$ cat src/rtl/ps2_mouse_pkg.sv
// Shared types and constants for the PS/2 mouse receiver: frame FSM states,
// register decode, STATUS bit positions and the timeout divisor.
package ps2_mouse_pkg;

    typedef enum logic [1:0] {
        IDLE  = 2'd0,
        SHIFT = 2'd1,
        CHECK = 2'd2
    } rx_state_t;

    // adr[2] selects the register
    localparam logic REG_DATA   = 1'b0;
    localparam logic REG_STATUS = 1'b1;

    localparam int ST_OVF    = 4;
    localparam int ST_ERR    = 5;
    localparam int ST_INT_EN = 8;

    // CLKFREQ / TIMEOUT_DIV cycles is 2 ms
    localparam int TIMEOUT_DIV = 500;

    typedef struct packed {
        logic [7:0] b2;
        logic [7:0] b1;
        logic [7:0] b0;
    } pkt_t;

endpackage

$ cat src/rtl/if_wb.sv
// Minimal Wishbone bus bundle as seen by an IO-bus decoder port.
interface if_wb;
    logic        cyc;
    logic        stb;
    logic        we;
    logic [31:0] adr;
    logic [3:0]  sel;
    logic [31:0] dat_i;
    logic [31:0] dat_o;
    logic        ack;

    modport slave  (input cyc, stb, we, adr, sel, dat_i, output dat_o, ack);
    modport master (output cyc, stb, we, adr, sel, dat_i, input dat_o, ack);
endinterface

$ cat src/rtl/ps2_rx_frame.sv
// PS/2 frame receiver: synchronizes the mouse clock/data, shifts in an
// 11-bit frame on falling edges and flags good or broken bytes.
module ps2_rx_frame
    import ps2_mouse_pkg::*;
#(
    parameter int CLKFREQ = 10000000
) (
    input  logic       clk_i,
    input  logic       rst_i,
    input  logic       ps2_clock,
    input  logic       ps2_data,
    output logic [7:0] rx_byte,
    output logic       good,
    output logic       bad
);

    localparam int TMO = CLKFREQ / TIMEOUT_DIV;
    localparam int TW  = $clog2(TMO + 1);

    logic [1:0]    clk_sync;
    logic [1:0]    dat_sync;
    logic          clk_prev;
    logic          fall;
    logic          tmo;
    rx_state_t     state;
    rx_state_t     state_nxt;
    logic [9:0]    shreg;
    logic [3:0]    bitcnt;
    logic [TW-1:0] tmr;

    always_ff @(posedge clk_i) begin
        if (!rst_i) begin
            clk_sync <= 2'b11;
            dat_sync <= 2'b11;
            clk_prev <= 1'b1;
        end else begin
            clk_sync <= {clk_sync[0], ps2_clock};
            dat_sync <= {dat_sync[0], ps2_data};
            clk_prev <= clk_sync[1];
        end
    end

    assign fall = clk_prev & ~clk_sync[1];
    assign tmo  = (state == SHIFT) && !fall && (tmr == TW'(TMO - 1));

    always_ff @(posedge clk_i) begin
        if (!rst_i) state <= IDLE;
        else        state <= state_nxt;
    end

    always_comb begin
        state_nxt = state;
        good      = 1'b0;
        bad       = 1'b0;
        case (state)
            IDLE:  if (fall && !dat_sync[1]) state_nxt = SHIFT;
            SHIFT: begin
                if (tmo) begin
                    state_nxt = IDLE;
                    bad       = 1'b1;
                end else if (fall && bitcnt == 4'd9) begin
                    state_nxt = CHECK;
                end
            end
            CHECK: begin
                state_nxt = IDLE;
                // shreg = {stop, parity, d7..d0}
                if ((^shreg[8:0]) && shreg[9]) good = 1'b1;
                else                           bad  = 1'b1;
            end
            default: state_nxt = IDLE;
        endcase
    end

    always_ff @(posedge clk_i) begin
        if (!rst_i) begin
            shreg  <= '0;
            bitcnt <= '0;
            tmr    <= '0;
        end else begin
            if (state != SHIFT || fall) tmr <= '0;
            else                        tmr <= tmr + TW'(1);
            if (state == IDLE) begin
                bitcnt <= '0;
            end else if (state == SHIFT && fall) begin
                shreg  <= {dat_sync[1], shreg[9:1]};
                bitcnt <= bitcnt + 4'd1;
            end
        end
    end

    assign rx_byte = shreg[7:0];

endmodule

$ cat src/rtl/ps2_mouse.sv
// PS/2 mouse controller: assembles 3-byte packets into a small FIFO and
// exposes DATA/STATUS registers plus a level interrupt on Wishbone.
module ps2_mouse
    import ps2_mouse_pkg::*;
#(
    parameter int CLKFREQ = 10000000,
    parameter int DEPTH   = 4
) (
    input  logic clk_i,
    input  logic rst_i,
    if_wb.slave  bus,
    input  logic ps2_clock,
    input  logic ps2_data,
    output logic interrupt
);

    localparam int AW = $clog2(DEPTH);

    logic [7:0]  rx_byte;
    logic        rx_good;
    logic        rx_bad;
    logic [1:0]  slot;
    logic [7:0]  b0;
    logic [7:0]  b1;
    logic        push;
    logic        pop;
    logic        do_push;
    logic        full;
    pkt_t        push_pkt;
    pkt_t        mem [DEPTH];
    logic [AW-1:0] wptr;
    logic [AW-1:0] rptr;
    logic [AW:0] count;
    logic        ovf;
    logic        err;
    logic        int_en;
    logic        ack_q;
    logic [31:0] dat_q;
    logic        req;
    logic        wr_status;
    logic [31:0] rd_word;
    logic        unused_bits;

    ps2_rx_frame #(.CLKFREQ(CLKFREQ)) u_rx (
        .clk_i     (clk_i),
        .rst_i     (rst_i),
        .ps2_clock (ps2_clock),
        .ps2_data  (ps2_data),
        .rx_byte   (rx_byte),
        .good      (rx_good),
        .bad       (rx_bad)
    );

    // Packet assembler; bit3 of the first byte is always set, so use it to resync
    always_ff @(posedge clk_i) begin
        if (!rst_i) begin
            slot <= 2'd0;
            b0   <= '0;
            b1   <= '0;
        end else if (rx_good) begin
            case (slot)
                2'd0: if (rx_byte[3]) begin
                    b0   <= rx_byte;
                    slot <= 2'd1;
                end
                2'd1: begin
                    b1   <= rx_byte;
                    slot <= 2'd2;
                end
                default: slot <= 2'd0;
            endcase
        end
    end

    assign push     = rx_good && slot == 2'd2;
    assign push_pkt = {rx_byte, b1, b0};
    assign full     = count == (AW + 1)'(DEPTH);
    assign req      = bus.cyc & bus.stb & ~ack_q;
    // Pop only what was actually handed out: dat_q[31] is the valid bit read
    assign pop      = ack_q & ~bus.we & (bus.adr[2] == REG_DATA) & dat_q[31];
    assign do_push  = push & (~full | pop);
    assign wr_status = ack_q & bus.we & (bus.adr[2] == REG_STATUS);

    always_ff @(posedge clk_i) begin
        if (do_push) mem[wptr] <= push_pkt;
    end

    always_ff @(posedge clk_i) begin
        if (!rst_i) begin
            wptr  <= '0;
            rptr  <= '0;
            count <= '0;
        end else begin
            if (do_push) wptr <= wptr + AW'(1);
            if (pop)     rptr <= rptr + AW'(1);
            case ({do_push, pop})
                2'b10:   count <= count + (AW + 1)'(1);
                2'b01:   count <= count - (AW + 1)'(1);
                default: count <= count;
            endcase
        end
    end

    always_ff @(posedge clk_i) begin
        if (!rst_i) begin
            ovf    <= 1'b0;
            err    <= 1'b0;
            int_en <= 1'b0;
        end else begin
            ovf <= (push & full & ~pop) | (ovf & ~(wr_status & bus.dat_i[ST_OVF]));
            err <= rx_bad | (err & ~(wr_status & bus.dat_i[ST_ERR]));
            if (wr_status) int_en <= bus.dat_i[ST_INT_EN];
        end
    end

    always_comb begin
        rd_word = '0;
        if (bus.adr[2] == REG_STATUS) begin
            rd_word[3:0]      = 4'(count);
            rd_word[ST_OVF]    = ovf;
            rd_word[ST_ERR]    = err;
            rd_word[ST_INT_EN] = int_en;
        end else if (count != '0) begin
            rd_word = {1'b1, 7'h0, mem[rptr]};
        end
    end

    always_ff @(posedge clk_i) begin
        if (!rst_i) begin
            ack_q     <= 1'b0;
            dat_q     <= '0;
            interrupt <= 1'b0;
        end else begin
            ack_q     <= req;
            dat_q     <= (req & ~bus.we) ? rd_word : '0;
            interrupt <= int_en & (count != '0);
        end
    end

    assign bus.ack   = ack_q;
    assign bus.dat_o = dat_q;

    assign unused_bits = ^{bus.sel, bus.adr[31:3], bus.adr[1:0],
                           bus.dat_i[31:9], bus.dat_i[7:6], bus.dat_i[3:0]};

endmodule

$ cat src/flat_wrapper.sv
// flat-port wrapper written by rule: the top's interface ports become plain ports
module ps2_mouse_flat import ps2_mouse_pkg::*;
#(
    parameter int CLKFREQ = 10000000,
    parameter int DEPTH   = 4
)
  (clk_i, rst_i, ps2_clock, ps2_data, interrupt, bus_cyc, bus_stb, bus_we, bus_adr, bus_sel, bus_dat_i, bus_dat_o, bus_ack);
  if_wb bus_i ();
  input  logic clk_i;
  input  logic rst_i;
  input  logic ps2_clock;
  input  logic ps2_data;
  output logic interrupt;
  input wire logic [$bits(bus_i.cyc)-1:0] bus_cyc;
  input wire logic [$bits(bus_i.stb)-1:0] bus_stb;
  input wire logic [$bits(bus_i.we)-1:0] bus_we;
  input wire logic [$bits(bus_i.adr)-1:0] bus_adr;
  input wire logic [$bits(bus_i.sel)-1:0] bus_sel;
  input wire logic [$bits(bus_i.dat_i)-1:0] bus_dat_i;
  output wire logic [$bits(bus_i.dat_o)-1:0] bus_dat_o;
  output wire logic [$bits(bus_i.ack)-1:0] bus_ack;
  assign bus_i.cyc = bus_cyc;
  assign bus_i.stb = bus_stb;
  assign bus_i.we = bus_we;
  assign bus_i.adr = bus_adr;
  assign bus_i.sel = bus_sel;
  assign bus_i.dat_i = bus_dat_i;
  assign bus_dat_o = bus_i.dat_o;
  assign bus_ack = bus_i.ack;
  ps2_mouse #(.CLKFREQ(CLKFREQ), .DEPTH(DEPTH)) u_core (.clk_i(clk_i), .rst_i(rst_i), .bus(bus_i), .ps2_clock(ps2_clock), .ps2_data(ps2_data), .interrupt(interrupt));
endmodule
$ cat config.mk
export PLATFORM = sky130hd
export DESIGN_NAME = ps2_mouse_flat
export DESIGN_NICKNAME = d
export VERILOG_FILES = /design/src/rtl/ps2_mouse_pkg.sv /design/src/rtl/if_wb.sv /design/src/rtl/ps2_rx_frame.sv /design/src/rtl/ps2_mouse.sv /design/src/flat_wrapper.sv
export SDC_FILE = /design/constraint.sdc
export NUM_CORES = 1
export LEC_CHECK = 0
export BUFFER_PORTS_ARGS = -buffer_cell sky130_fd_sc_hd__buf_4
export CAP_MARGIN = 20
export CORE_UTILIZATION = 40
export DETAILED_ROUTE_END_ITERATION = 10
export PLACE_DENSITY = 0.62
export SLEW_MARGIN = 20
export SYNTH_ARGS = -nofsm -noshare
export SYNTH_HDL_FRONTEND = slang
export SYNTH_HIERARCHICAL = 1
export SYNTH_SLANG_ARGS = --single-unit
$ cat constraint.sdc
create_clock -name clk_i -period 8.2 [get_ports clk_i]
set_input_delay 0.41 -clock clk_i [delete_from_list [all_inputs] [get_ports clk_i]]
set_output_delay 0.41 -clock clk_i [all_outputs]
set_load 0.1 [all_outputs]
==> results of run 1 <==
sequential cells by signal, indices dropped and copies added, names as in the netlist, 3 cells and up, named ones only:
name	flops
u_core/mem	96
u_core/bus.dat_o	25
u_core/u_rx/tmr	15
u_core/u_rx/shreg	10
u_core/b0	8
u_core/b1	8
u_core/u_rx/bitcnt	4
u_core/count	3
layer usage:
metal / track usage, % / up-vias / part of all wire (%)
met5: 0 / - / 0
met4: 5.13 / 0 / 1.2
met3: 4.53 / 14 / 2.7
met2: 22.9 / 43 / 50
met1: 17.6 / 1913 / 46
li1: - / 1853 / -
synthesized netlist by cell type (2+ instances only):
cell type and number:
a21boi_0 11, a21oi_1 5, a22oi_1 6, and2_1 9, and2b_1 6, and3_1 2
and4_1 2, buf_2 8, buf_4 16, buf_6 2, clkbuf_1 7, dfxtp_1 93
edfxtp_1 96, ha_1 10, inv_1 13, mux2i_1 20, mux4_2 24, nand2_1 32
nand2b_1 8, nand2b_4 2, nand3_1 6, nand3b_1 2, nand4_1 7, nor2_1 29
nor2b_1 24, nor2b_4 9, nor3_1 3, nor4b_1 2, o21a_1 4, o221a_2 2
or2b_1 2, xnor2_1 14, xor2_1 11
logic make-up (layout without fill, tap and decap cells):
logic type / Yosys count / in the layout / synth area share (%)
AOI/OAI and AO/OA: 33 / 33 / 3.30
xor gates and xnor gates: 26 / 26 / 3.29
adders and majority gates: 11 / 11 / 1.98
buffers and inverters: 47 / 88 / 3.78
DFF: 189 / 189 / 64.6
muxes: 44 / 44 / 10.1
other: 1 / 7 / 0.0510
and+or+nand+nor: 156 / 156 / 12.9
final cells by class:
class | instances | area [µm²] | share of cell area [%]
Clock buffer | 19 | 443 | 5.31
Clock inverter | 12 | 138 | 1.65
Inverter | 13 | 48.8 | 0.585
Multi-Input combinational cell | 277 | 2350 | 28.2
Sequential cell | 189 | 4740 | 56.9
Tap cell | 229 | 287 | 3.43
Timing Repair Buffer | 44 | 330 | 3.96
worst register-to-register path, stage by stage (launching register included):
cell and delay, ps:
dfxtp_1 530, xor2_1 180, xnor3_1 410, xnor2_1 220, and3_2 260, nand3b_1 250
a21oi_2 350, and2_1 180, buf_4 370
metrics by stage:
step	worst slack (ps)	util [%]	hold WS, ps	total power, W
floorplan	5410	-	386	0.00108
global placement	5150	43.2	394	0.00109
detailed placement	5090	43.2	396	0.00109
CTS	5070	46.4	150	0.00189
global route	4890	46.4	153	0.00194
finish	5090	46.4	165	0.00187
where the power goes:
group,switching [W],internal [W]
Sequential,0.00000513,0.000989
Clock,0.000346,0.000459
Combinational,0.0000474,0.0000262
Total,0.000399,0.00147
path summary, 6_finish.rpt:
kind	start	end	depth (start not counted)	slack [ps]
max reg2reg	u_core/u_rx/shreg[3]	u_core/mem[2][17]	8	5090
min reg2reg	u_core/u_rx/clk_sync[0]	u_core/u_rx/clk_sync[1]	1	410
min	ps2_clock	u_core/u_rx/clk_sync[0]	2	170
max	u_core/u_rx/shreg[3]	u_core/mem[2][17]	8	5090
placed cells by master (no fill, tap or decap), types with 3 or more instances in the layout:
master / n
nor2_1: 29
a22oi_1: 6
mux4_2: 24
nand4_1: 7
buf_4: 44
nor2b_1: 24
nor2b_4: 9
and2b_1: 6
edfxtp_1: 96
inv_1: 13
nand2_1: 32
a21oi_1: 5
ha_1: 10
o21a_1: 4
clkbuf_16: 17
nand2b_1: 8
xnor2_1: 14
nor3_1: 3
inv_6: 4
conb_1: 7
dfxtp_1: 93
mux2i_1: 20
xor2_1: 11
a21boi_0: 11
and2_1: 9
nand3_1: 6
==> run metrics, run 1 <==
DR pass1 iterations=4; CTS resizes=0; ANT cells=0; vias per inst=4.88; MaxCap Viol Count=0; Inst Count DP=752; CP startpoint kind=flip-flop; Initial Utilization=40.9%; DR WL/cell=15.5 µm; core area=0.0180 mm²; Layout Skew=8.50 ps; clock-pin slew on the worst setup and hold paths=70 ps; Synth area leaders=edfxtp_1 39%, dfxtp_1 25%, mux4_2 7.4%; post-synthesis cell type count=53; fin nets=628; Die Y=138 µm; relative slew slack=55.9%; Least-Margin Pin Slew=660 ps; port bufs=37; Cells after Synth=507; clock latency on the worst-skew pair=430 ps; pin count of the biggest net entering global routing=54; Residual DRC=0; post-DP HPWL=7330 µm; slowest cell on the critical path=dfxtp_1; CP Capture Type=flip-flop; remaining global-route overflow=0; design area=0.00834 mm²; share of cells above drive strength 1=21.3%; row count=49; final WL=12200 µm; Tot GR Track Use=14.1%; Post-CTS Setup Inserts=0; number of flops mapped to enable cells by yosys=96; CTS tree=built; CTS buffer count=17; Worst Path Arrival=3190 ps; Area growth syn-to-layout=13.6%; gp weighted congestion=0.677; Final Hold Vio Count=0; Final Critical Period=3110 ps; slowest stage delay, CP=530 ps; first-pass GRT wire length=19300 µm; CTS H-tree depth=4; Max VDD drop=0.164 mV; Max Clk Rate=321 MHz; Die ar.=0.0189 mm²; status=completed; initial drt markers=266; CP cell instances=xor2_1, xnor3_1, xnor2_1, and3_2, nand3b_1, a21oi_2, and2_1, buf_4; dominant cell type by area after synthesis=edfxtp_1; Worst Path Max Fanout=24; P per Cell Area=225 mW/mm²; Max Root-Sink Buffers=2; via count of the routed design=3823; ys flop type=edfxtp_1; post-synthesis cell area=0.00735 mm²; Synth Area per Inst=14.5 µm²; RSZ-0062 raised after global routing=no; P_leak=2.94 nW; final worst path period share=38.0%; CTS sink cnt=189; number of nets with antenna violations after routing=0; Yosys warning count=6; initial antenna violation count=0; Top Ports=109; sequential fraction of the synthesis area=64.6%; Post-DP Area=0.00776 mm²; CP Data Required Time=8280 ps; ys async rst share=0%; Yosys reg bits=189; vias in the first global route=3737; clock root cell=clkbuf_16; Crit path max-delay family=XOR/XNOR gates; Slew Limit Fails=0; Die W=138 µm; Buffers & Inverters on Critical Path=1; endpoints failing setup=0; top-area cell type share of the netlist area=39.2%; sum of negative setup slack=0 ps; number of fill cells=1562; CTS hold repair buffers=0; HP Class=in -> reg; crit path kind=reg -> reg; final non-filler cell total=783
Power figures use the tool's default switching activity.
==> run 2: changes to the inputs <==
- ABC_AREA: default -> 1
- PLACE_DENSITY: 0.62 -> 0.65
- clock period: 8.2 -> 2.8 ns (I/O delays scaled with it)
==> run metrics, run 2 <==
status=finished with violations; violated checks=DRC; P per Cell Area=647 mW/mm² (+190%); MaxCap Viol Count=0 (unchanged); most frequent cells in the layout=111 x nand2_1, 101 x nor2_1, 96 x edfxtp_1; P_sw=0.00123 W (+210%); Clk pwr share=42.0% (-1.0 points); top-area cell type share of the netlist area=38.8% (-0.43 points); Post-synth top cells=111 x nand2_1, 105 x nor2_1, 96 x edfxtp_1; Inst Count DP=996 (+32%); Worst Path Max Fanout=24 (unchanged); Cells after Synth=743 (+47%); Slew Limit Fails=0 (unchanged); CP Data Required Time=2930 ps (-5350 ps); Worst Path Arrival=2560 ps (-630 ps); number of nets with antenna violations after routing=0 (unchanged); area taken by multi-input logic gates=0.00217 mm² (-7.7%); Max Root-Sink Buffers=2 (unchanged); remaining global-route overflow=0 (unchanged); RSZ-0062 raised after global routing=no; share of cells above drive strength 1=13.8% (-7.5 points); Tot GR Track Use=15.1% (+1.0 points); DR pass1 iterations=8 (+4); sequential fraction of the synthesis area=63.9% (-0.71 points); clock root cell=clkbuf_16; CTS sink cnt=189 (unchanged); final worst path period share=86.7% (+49 points); first-pass GRT wire length=22500 µm (+17%); CTS tree=built; endpoints failing setup=0 (unchanged); number of flops mapped to enable cells by yosys=96 (unchanged); Max Clk Rate=412 MHz (+28%); dominant cell type by area after synthesis=edfxtp_1; CP Capture Type=flip-flop; via count of the routed design=4995 (+31%); Least-Margin Pin Slew=541 ps (-118 ps); port bufs=37 (unchanged); crit path kind=reg -> reg; ys async rst share=0% (unchanged); fin nets=875 (+39%); Die ar.=0.0191 mm² (+1.1%); CTS buffer count=17 (unchanged); row count=49 (unchanged); initial antenna violation count=0 (unchanged); pin count of the biggest net entering global routing=49 (-9.3%); sum of negative setup slack=0 ps (unchanged); DR WL/cell=13.4 µm (-14%); internal power=0.00431 W (+190%); Die W=138 µm (+0.55%); CP startpoint kind=flip-flop; Top Ports=109 (unchanged); Seq pwr share=52.7% (-0.4 points); post-DP HPWL=8390 µm (+14%); Biggest register=u_core/mem; most common cell after layout, fill and taps aside=nand2_1; ys flop type=edfxtp_1; Yosys warning count=6 (unchanged); most numerous cell in the Yosys netlist=nand2_1; HP Class=in -> reg; CTS H-tree depth=4 (unchanged); vias per inst=4.84 (-0.77%); initial drt markers=458 (+72%); Max VDD drop=0.503 mV (+210%); P_leak=3.47 nW (+18%); CTS resizes=0 (unchanged); gp weighted congestion=0.754 (+11%); switching share of power=22.3% (+0.98 points); Residual DRC=14 (+14); Layout Skew=9.54 ps (+1.03 ps); max reg flops=96 (unchanged); logic gate share of total power=5.3% (+1.4 points); number of fill cells=1615 (+3.4%); Area growth syn-to-layout=15.5%; clock-pin slew on the worst setup and hold paths=70 ps (about the same); final non-filler cell total=1031 (+32%); core area=0.0181 mm² (+0.68%); sequential cell area=0.00474 mm² (unchanged); Final Critical Period=2430 ps (-685 ps); Final Hold Vio Count=0 (unchanged); clock latency on the worst-skew pair=440 ps (about the same); Synth area leaders=edfxtp_1 39%, dfxtp_1 25%, nand2_1 5.6%; Post-CTS Setup Inserts=0 (unchanged); post-synthesis cell type count=38 (-28%); vias in the first global route=4624 (+24%); Initial Utilization=41.1% (+0.17 points); relative slew slack=63.9% (+8.0 points); ANT cells=0 (unchanged); Yosys reg bits=189 (unchanged); post-synthesis cell area=0.00743 mm² (+1.1%); final WL=13800 µm (+13%); Die Y=138 µm (+0.55%); Synth Area per Inst=10.0 µm² (-31%)
-- run 2: cell types whose count changed in the layout (fill, tap and decap cells not counted), sizes merged, moves of 19 or more --
| cell | delta |
|---|---|
| a21oi | +25 |
| inv | +69 |
| mux2i | -20 |
| mux4 | -24 |
| nand2 | +83 |
| nand3 | +24 |
| nor2 | +85 |
| nor2b | -33 |
| o21ai | +78 |
| o22ai | +19 |
-- run 2: final timing paths --
path,start,endpoint,slack (ps),cells after the start
max,u_core/u_rx/shreg[7],u_core/mem[2][14],370,13
min,bus_we,u_core/bus.dat_o[4],10,4
max reg2reg,u_core/u_rx/shreg[7],u_core/mem[2][14],370,13
min reg2reg,u_core/u_rx/clk_sync[0],u_core/u_rx/clk_sync[1],410,1
-- run 2: power groups by stage --
stage	sequential [W]	combinational, W	clock, W
floorplan	0.00299	0.000237	0
global placement	0.00298	0.000282	0
detailed placement	0.00299	0.000288	0
CTS	0.00292	0.000294	0.00237
global route	0.00292	0.000340	0.00248
finish	0.00292	0.000293	0.00233
-- run 2: critical path, cell delays in order, from the launching register on --
cell and delay [ps]:
dfxtp_1 430, inv_1 120, nand2_1 80, nand2_1 60, nand2_1 60, nand3_1 90
nand3_1 100, nand3_1 90, nor2_1 190, nand2_1 90, nor2_2 150, nand2_1 230
nor2_2 200, buf_12 220
-- run 2: cells by family after synthesis --
| group | synth area share [%] |
|---|---|
| adders and majority gates | 1.95 |
| AOI/OAI and AO/OA | 9.59 |
| buffers and inverters | 7.31 |
| other | 0.0505 |
| xor gates and xnor gates | 0.354 |
| DFF | 63.9 |
| and+or+nand+nor | 16.9 |
-- run 2: routing by layer --
| layer | routed length, µm | track usage [%] | part of all wire, % | vias up |
|---|---|---|---|---|
| met5 | 0 | 0 | 0 | - |
| met4 | 228 | 6.45 | 1.7 | 0 |
| met3 | 534 | 2.94 | 3.9 | 19 |
| met2 | 6910 | 27.1 | 50 | 101 |
| met1 | 6100 | 17.8 | 44 | 2336 |
| li1 | - | - | - | 2539 |
-- run 2: per-stage QoR --
stage               utilization (%)  hold slack (ps)  instance area (µm²)  setup WS, ps  total power [W]
global route                   47.4             33.6                 8580          93.7          0.00574
CTS                            47.4            0.462                 8580           344          0.00559
detailed placement             44.1              330                 7980           359          0.00327
finish                         47.4             13.4                 8580           372          0.00555
floorplan                         -              247                 7450         -86.1          0.00322
global placement               44.1              329                 7980           370          0.00327
-- run 2: cell type report --
class / count / share of cell area [%]
timing repair buffer: 57 / 5.66
sequential: 189 / 55.3
inverter: 85 / 3.72
clock inverter: 14 / 1.68
multi-input combinational: 439 / 25.3
tap: 229 / 3.34
clock buffer: 18 / 5.00
-- run 2: what timing repair did --
item                                   CTS  global route
hold buffers                             3             0
endpoints found under the hold margin    3             0
setup endpoints to repair                0             0
==> run 3: changes to the inputs <==
- ABC_AREA: 1 -> default
==> run metrics, run 3 (same netlist as run 1, synthesis figures left out) <==
P per Cell Area=635 mW/mm² (-1.8%); GRT met3 Usage=3.75% (+0.81 points); Seq pwr share=53.8% (+1.1 points); Initial Utilization=40.9% (-0.17 points); CTS hold repair buffers=5 (+2); clock root cell=clkbuf_16; Clk pwr share=42.0% (about the same); Inst Count DP=764 (-23%); CTS H-tree depth=4 (unchanged); post-DP HPWL=7440 µm (-11%); first-pass GRT wire length=19400 µm (-14%); CTS buffer count=17 (unchanged); vias per inst=4.82 (-0.61%); Biggest register=u_core/mem; DR pass1 iterations=4 (-4); most common cell after layout, fill and taps aside=edfxtp_1; initial drt markers=205 (-55%); Pwr Total=0.00541 W (-2.5%); Post-CTS Setup Inserts=0 (unchanged); Residual DRC=0 (-14); clock latency on the worst-skew pair=420 ps (-20 ps); CP startpoint kind=flip-flop; initial antenna violation count=0 (unchanged); Most Used Layer, Global Route=met2; P_sw=0.00119 W (-3.8%); Worst Path Arrival=2950 ps (+390 ps); share of cells above drive strength 1=22.7% (+8.9 points); Die ar.=0.0189 mm² (-1.1%); final core utilization=47.4% (about the same); CTS resizes=0 (unchanged); final worst path period share=94.7% (+7.9 points); Max Root-Sink Buffers=2 (unchanged); relative slew slack=56.5% (-7.3 points); Max VDD drop=0.673 mV (+34%); vias in the first global route=3831 (-17%); crit path kind=reg -> reg; HP Class=in -> reg; sum of negative setup slack=0 ps (unchanged); P_leak=3.04 nW (-12%); final WL=12100 µm (-12%); Layout Skew=10.7 ps (+1.15 ps); Max Clk Rate=377 MHz (-8.4%); fin nets=645 (-26%); Worst Path Max Fanout=5 (-79%); Slew Limit Fails=0 (unchanged); Top Ports=109 (unchanged); design area=0.00852 mm² (-0.73%); core area=0.0180 mm² (-0.68%); final non-filler cell total=801 (-22%); met2 usage=24.1% (-3.0 points); pin count of the biggest net entering global routing=53 (+8.2%); logic gate share of total power=4.1% (-1.2 points); internal power=0.00422 W (-2.1%); Least-Margin Pin Slew=651 ps (+109 ps); RSZ-0062 raised after global routing=no; R2R setup slack=150 ps (-220 ps); DR WL/cell=15.1 µm (+13%); Tot GR Track Use=14.0% (-1.2 points); most frequent cells in the layout=96 x edfxtp_1, 93 x dfxtp_1, 52 x buf_4; Die W=138 µm (-0.54%); Die Y=138 µm (-0.54%); max reg flops=96 (unchanged); CP Data Required Time=3100 ps (+170 ps); remaining global-route overflow=0 (unchanged); switching share of power=22.0% (-0.30 points); status=completed; row count=49 (unchanged); clock-pin slew on the worst setup and hold paths=70 ps (about the same); Area growth syn-to-layout=16.0%; port bufs=37 (unchanged); CTS sink cnt=189 (unchanged); gp weighted congestion=0.704 (-6.6%); Final Critical Period=2650 ps (+222 ps); CTS tree=built; Post-DP Area=0.00790 mm² (-0.94%); number of nets with antenna violations after routing=0 (unchanged); CP Capture Type=flip-flop; ANT cells=0 (unchanged); M1 GR Usage=16.9% (-0.92 points); via count of the routed design=3857 (-23%); Final Hold Vio Count=0 (unchanged); MaxCap Viol Count=0 (unchanged); endpoints failing setup=0 (unchanged)
run 3: power groups by stage:
stage	Clock, W	Combinational [W]	Sequential, W
2_1_floorplan	0	0.000175	0.00297
3_3_place_gp	0	0.000209	0.00297
3_5_place_dp	0	0.000217	0.00297
4_1_cts	0.00234	0.000224	0.00291
5_1_grt	0.00244	0.000247	0.00291
6_report	0.00227	0.000223	0.00291
run 3: path summary, 6_finish.rpt:
path | start | cells after the start | end
max | u_core/u_rx/shreg[4] | 10 | u_core/count[2]
min | bus_adr[2] | 3 | u_core/bus.dat_o[4]
max reg2reg | u_core/u_rx/shreg[4] | 10 | u_core/count[2]
min reg2reg | u_core/u_rx/dat_sync[0] | 1 | u_core/u_rx/dat_sync[1]
run 3: layer usage:
layer  up-vias  share of wire [%]
met5         -                  0
met4         0                1.3
met3         9                2.9
met2        46                 51
met1      1900                 45
li1       1902                  -
run 3: critical path, stage by stage (launching register included):
cell	delay, ps
dfxtp_1	350
xor2_1	160
xnor3_1	420
xnor2_1	150
and3_2	250
nand3b_1	180
nand2_1	110
fa_1	390
nor4_1	290
a31oi_1	100
mux2i_1	140
run 3: metrics by stage:
stage / hold WS [ps] / setup WS [ps]
after detailed placement: 326 / 141
final: 86.4 / 150
after CTS: 63.6 / 123
after global routing: 94.4 / 1.84
after floorplan: 213 / 9.38
after global placement: 325 / 234
run 3: layout make-up:
class,instances,area (µm²)
repair buffers,61,520
clock inverters,11,93.8
fillers,1532,9450
multi-input cells,277,2350
clock buffers,21,472
inverters,13,48.8
flip-flops and latches,189,4740
well taps,229,287
